File: src/rtl/gate_test_sequencer.sv
// Sweeps every input vector of a gate under test and tallies matches against the ideal truth table.
// Define GATE_SEQ_STOP_ON_FAIL_EN to end a sweep at the first mismatching vector.
module gate_test_sequencer #(
  parameter int N_IN   = 2,
  parameter int SETTLE = 1
) (
  input  logic            clk,
  input  logic            rst,
  input  logic            start,
  input  logic [2:0]      gate_sel,
  input  logic            dut_y,
  output logic [N_IN-1:0] stim,
  output logic            busy,
  output logic            done,
  output logic [N_IN:0]   pass_cnt,
  output logic [N_IN:0]   fail_cnt,
  output logic            err_valid,
  output logic [N_IN-1:0] err_vec
);

  localparam logic [1:0] ST_IDLE   = 2'd0;
  localparam logic [1:0] ST_SETTLE = 2'd1;
  localparam logic [1:0] ST_CHECK  = 2'd2;
  localparam logic [1:0] ST_DONE   = 2'd3;
  localparam int         CNT_W     = N_IN + 1;

  logic [1:0] state;
  logic [3:0] wait_cnt;
  logic [2:0] gate_q;
  logic       expected;
  logic       mismatch;
  logic       last_vec;

  // Ideal response of the latched gate; NOT and BUF only look at the lowest input.
  always_comb begin
    expected = 1'b0;
    case (gate_q)
      3'd0:    expected = ~stim[0];
      3'd1:    expected = &stim;
      3'd2:    expected = |stim;
      3'd3:    expected = ~&stim;
      3'd4:    expected = ~|stim;
      3'd5:    expected = ^stim;
      3'd6:    expected = ~^stim;
      default: expected = stim[0];
    endcase
  end

  assign mismatch = (dut_y != expected);
  assign last_vec = &stim;
  assign busy     = (state == ST_SETTLE) || (state == ST_CHECK);
  assign done     = (state == ST_DONE);

  always_ff @(posedge clk or posedge rst) begin
    if (rst) begin
      state     <= ST_IDLE;
      wait_cnt  <= 4'd0;
      gate_q    <= 3'd0;
      stim      <= '0;
      pass_cnt  <= '0;
      fail_cnt  <= '0;
      err_valid <= 1'b0;
      err_vec   <= '0;
    end else begin
      err_valid <= 1'b0;
      case (state)
        ST_IDLE: begin
          if (start) begin
            gate_q   <= gate_sel;
            stim     <= '0;
            pass_cnt <= '0;
            fail_cnt <= '0;
            wait_cnt <= 4'(SETTLE);
            state    <= ST_SETTLE;
          end
        end
        // The wait counter spans exactly SETTLE cycles, leaving the CHECK cycle to sample dut_y.
        ST_SETTLE: begin
          if (wait_cnt <= 4'd1) begin
            wait_cnt <= 4'd0;
            state    <= ST_CHECK;
          end else begin
            wait_cnt <= wait_cnt - 4'd1;
          end
        end
        ST_CHECK: begin
          if (mismatch) begin
            fail_cnt  <= fail_cnt + CNT_W'(1);
            err_valid <= 1'b1;
            err_vec   <= stim;
          end else begin
            pass_cnt  <= pass_cnt + CNT_W'(1);
          end
`ifdef GATE_SEQ_STOP_ON_FAIL_EN
          if (last_vec || mismatch) begin
`else
          if (last_vec) begin
`endif
            state <= ST_DONE;
          end else begin
            stim     <= stim + N_IN'(1);
            wait_cnt <= 4'(SETTLE);
            state    <= ST_SETTLE;
          end
        end
        ST_DONE: state <= ST_IDLE;
        default: state <= ST_IDLE;
      endcase
    end
  end

endmodule
File: config.mk
export PLATFORM = sky130hd
export DESIGN_NAME = gate_test_sequencer
export DESIGN_NICKNAME = d
export VERILOG_FILES = /design/src/rtl/gate_test_sequencer.sv
export SDC_FILE = /design/constraint.sdc
export NUM_CORES = 1
export LEC_CHECK = 0
export BUFFER_PORTS_ARGS = -buffer_cell sky130_fd_sc_hd__buf_2
export CAP_MARGIN = 5
export CORE_ASPECT_RATIO = 1.75
export CORE_MARGIN = 2
export CORE_UTILIZATION = 50
export CTS_BUF_LIST = sky130_fd_sc_hd__clkbuf_16
export CTS_CLUSTER_DIAMETER = 30
export DETAILED_ROUTE_END_ITERATION = 10
export GPL_ROUTABILITY_DRIVEN = 0
export PLACE_DENSITY = 0.72
export SYNTH_ARGS = -nofsm -noshare
export SYNTH_HDL_FRONTEND = slang
export SYNTH_SLANG_ARGS = --single-unit
File: constraint.sdc
create_clock -name clk -period 5.91 [get_ports clk]
set_clock_uncertainty 0.05 [all_clocks]
set_input_delay 1.182 -clock clk [delete_from_list [all_inputs] [get_ports clk]]
set_output_delay 1.182 -clock clk [all_outputs]
set_load 0.02 [all_outputs]
# Word-level counts from Yosys, hierarchy flattened
# Cells that the tools add are included.
# word_totals
ff_bits,20
latch_bits,0
mem_bits_rw,0
mem_bits_ro,0
mem_count,0
# classes
add_sub_neg,4
multipliers,0
div_mod_pow,0
n_lt_le_gt_ge,1
eq_ne,15
shift,0
n_mux,19
bitwise_logic,1
n_reduce_logical,18
# ops
cell,n
$mux 4,3
$pmux 3 s2,2
$pmux 4 s3,1
$reduce_and 3->1,4
$mux 2,5
$eq 3x3->1 const B,3
$mux 3,3
$ne 2x2->1 const B,4
$pmux 2 s4,1
$reduce_and 2->1,4
$pmux 1 s7,1
$add 3x1->3 const B,2
$eq 3x2->1 const B,2
$eq 2x2->1 const B,2
$le 4x1->1 const B,1
$pmux 2 s2,1
$sub 4x1->4 const B,1
$eq 3x1->1 const B,1
$logic_not 3->1,1
$reduce_bool 3->1,1
$add 2x1->2 const B,1
$eq 2x1->1 const B,1
$logic_not 1->1,2
$logic_not 2->1,1
other kinds (9),10

# Depth between registers and ports, before layout
# depth
depth_word,6
mapped_depth,8
depth_no_buf,7

# Least setup slack after synthesis
# Ideal clock, no wire load.
# synth_timing
path_kind,flip-flop to flip-flop
from,reg stim[0]
to,reg err_vec[1]
setup_time_ps,125
arrival_time_ps,2145
t_required_ps,5735
slack_ps,3590
stages_incl_launch_ff,9
path_cell_list,dfrtp_1 -> inv_1 -> ha_1 -> mux2i_1 -> nor2_1 -> or3_1 -> buf_2 -> nand4_2 -> mux2_4
# synth_via
elab_chain_len,5
word_cells_on_any_way,10
# synth_rtl
item,line,source
start: declaration,12,"output logic [N_IN-1:0] stim,"
start signal: assignment,101,stim <= stim + N_IN'(1);
$reduce_or 2->1 / $reduce_and 2->1 (equally long branches),--,
"$logic_not 1->1, on equally long branches","42, 41",
$pmux 1 s7 (*),37,case (gate_q)
$ne 1x1->1 (*),49,assign mismatch = (dut_y != expected);
$reduce_and 2->1 (no source line) (*),--,
end signal: assignment,90,err_vec <= stim;
end: declaration,18,output logic [N_IN-1:0] err_vec
# Mark *: on every way between the ends. The rest lies on a longest branch, timed or not.
# A chain may end at the register's enable or synchronous reset.

# Final worst setup path
# layout_timing
from,reg state[0]
to,out busy
# layout_via
elab_chain_len,2
word_cells_on_any_way,3
# layout_rtl
item,line,source
start: declaration,27,logic [1:0] state;
start signal: assignment,56,state <= ST_IDLE;
start signal: assignment,74,state <= ST_SETTLE;
start signal: assignment,81,state <= ST_CHECK;
$eq 2x1->1 / $eq 2x2->1 (equally long branches),51,assign busy = (state == ST_SETTLE) || (state == ST_CHECK);
$logic_or 1x1->1 (*),51,
end: declaration,13,"output logic busy,"
# Marked as above.

==> results.toml <==
[logic_synthesis]
synth_top_area_share_pct = 38.1
avgSynthCellArea_um2 = 9.95
seq_area_frac_synth_pct = 38.1
synthFlopType = "dfrtp_1"
syn-num-nets = 149
netlist_area_um2 = 1310
synth_edf_count = 0
synth_area_leaders = "dfrtp_1 (38%), ha_1 (9.5%), mux2_4 (3.4%), nand2_1 (3.4%), mux2_2 (2.6%)"
ys_ff_latch = 20
yosysUniqueCellTypes = 43
yosysWarnings = 0
synthCells = 132
async_flop_share_pct = 100
yosysTopAreaCell = "dfrtp_1"

[worst_setup_path]
crit_required_ps = 4680
crit_arrival_ps = 1230
crit_chain = "inv_1 -> ha_1 -> buf_2"
crit_path_top_delay_cell = "dfrtp_1"
crit_type = "register to output pin"
critPathLaunchType = "register"
path_buf_inv = 2
cp-end-kind = "output pin"
r2r_slack_ps = 3490
path_delay_family = "flip-flops"
reg2regPathDepth = 7
max_stage_delay_ps = 410
reg2reg_from = "stim[0]"
path_max_fanout = 5
reg2reg_to = "pass_cnt[0]"

[clock_tree]
post-cts-setup-buffer-count = 0
clk_latency_ps = 250
cts_resized = 0
holdBufCountCts = 0
cts.sinks = 20
cts_tree = "yes"
clkSlewWorstSetupHoldPaths_ps = 60
htreeDepth = 1
clock_path_buffers = 2
cts_buffers = 3
clockRootBuffer = "clkbuf_16"

[timing]
hold_viol = 0
finalSetupViolCount = 0
min_period_ps = 2460
period_share_pct = 41.6
maxSlewViolCount = 0
holdWs_ps = 454
relSlewSlack_pct = 48.6
rsz0062_at_grt = "no"
timing.fmax_mhz = 407
fin_tns_setup_ps = 0
tightest_slew_ps = 770

[final_layout]
area_delta_synth_final_pct = 13.9
layout.nets = 169
diodes = 0
drive_gt1_share_pct = 22.5

[global_routing]
grt_pass1_wl_um = 4750
grt_max_degree = 21
antenna_found_initial = 0
grt_pass1_vias = 1084
grt_use_total_pct = 20.5
globalRoute.totalOverflow = 0

[die]
dieArea_um2 = 3070
ios = 20
core_um2 = 2490
die_width_um = 42.8
rows = 24
initial_core_util_pct = 52.7
die_h_um = 71.8

[power_and_ir_drop]
internal-power_w = 0.000476
seqPwrFrac_pct = 28.2
comb_power_share_pct = 55.3
power_density_nw_per_um2 = 573
ir_worst_vdd_mv = 0.294
p_sw_w = 0.000382
switching_share_pct = 44.5
pwr-share-clk_pct = 16.5
p_leak_nw = 0.727

[placement]
hpwl_um = 2090
placement.io_buffers = 19

[drt]
drt-total-wl_um = 2790
vias = 1078
drc_errors = 0
wl_per_cell_um = 15.8
ant_nets = 0
dr.pass1.iters = 4
drt-initial-drc-count = 27
vias_per_cell = 6.09

[hold_path]
hold_path.class = "register to register"
hold_path_depth = 2
hold_end = "wait_cnt[1]"
hold_start = "wait_cnt[1]"

[run]
maxCapViolations = 0

[run_status]
status = "finished clean"
## metal layers
layer | share of wire, % | vias up | track usage (%)
met5 | 0 | - | 0
met4 | 2.3 | 0 | 10.1
met3 | 2.8 | 7 | 2.27
met2 | 58 | 21 | 39.6
met1 | 37 | 530 | 20.5
li1 | - | 520 | -
## flip-flops by register name (all words and copies together) (netlist names)
signal / cells
pass_cnt: 3
gate_q: 3
stim: 2
wait_cnt: 4
err_vec: 2
fail_cnt: 3
err_valid: 1
state: 2
## placed cells by master, fill, tap and decap left out, drive strengths merged, types with 5 or more instances in the layout
| cell type | instances |
|---|---|
| buf | 19 |
| mux2 | 6 |
| inv | 8 |
| nand2 | 12 |
| o21ai | 7 |
| nor3 | 5 |
| a21oi | 5 |
| a31oi | 5 |
| nor2 | 7 |
| ha | 10 |
| dfrtp | 20 |
## Yosys cell counts, types with 3 or more instances
cell type and count:
o21ai_0 5, nand2_1 12, dfrtp_1 20, a21oi_1 5, nor2_1 7, ha_1 10, mux2_4 3, inv_1 8
nor2b_1 3, a31oi_1 5, nor3_1 4, mux2_2 3, and2_1 4
## worst reg2reg max path, delay by kind of cell (launching register included)
family	cells	cell delay, ps
AOI/OAI and AO/OA	1	400
and+or+nand+nor	3	690
DFF	1	500
muxes	1	200
adders and majority gates	1	380
buffers and inverters	1	80
## cells by family (layout without fill, tap and decap cells)
logic type	after synthesis	count (layout)	share of synthesized area, %
flip-flops	20	20	38.1
AND/OR/NAND/NOR	46	46	20.0
AO/OA/AOI/OAI	33	33	18.0
XOR/XNOR	1	1	0.667
adder cells (fa/ha/maj)	10	10	9.52
buffers and inverters	12	31	4.10
multiplexers	10	10	9.62
## final cells by class
type | count | area (um2)
sequential | 20 | 500
inverter | 8 | 30.0
fill | 221 | 996
clock inverter | 1 | 3.75
tap | 26 | 32.5
clock buffer | 3 | 75.1
multi-input combinational | 100 | 759
timing repair buffer | 19 | 95.1
## through the flow
step	std cells	worst slack (ps)	power (W)	util [%]	area [um2]
5_1_grt	177	3310	0.000922	60.0	1500
4_1_cts	177	3450	0.000865	60.0	1500
2_1_floorplan	132	3590	0.000616	-	1310
6_report	177	3450	0.000858	60.0	1500
3_3_place_gp	173	3390	0.000699	56.9	1420
3_5_place_dp	173	3330	0.000718	56.9	1420
## worst max path at each step
| stage | end | cells after the start | startpoint | slack [ps] |
|---|---|---|---|---|
| after CTS | busy | 3 | state[0] | 3450 |
| after global placement | err_vec[0] | 5 | dut_y | 3390 |
| after detailed placement | err_vec[0] | 5 | dut_y | 3330 |
| after global routing | pass_cnt[0] | 7 | stim[0] | 3310 |
| final | busy | 3 | state[0] | 3450 |
| after floorplan | err_vec[1] | 8 | stim[0] | 3590 |
## power by group through the flow
stage	Combinational, W	Clock (W)	Sequential, W
floorplan	0.000353	0	0.000262
global placement	0.000459	0	0.000240
detailed placement	0.000475	0	0.000243
CTS	0.000480	0.000143	0.000242
global route	0.000524	0.000148	0.000250
finish	0.000474	0.000142	0.000242
(Power assumes the default switching activity.)
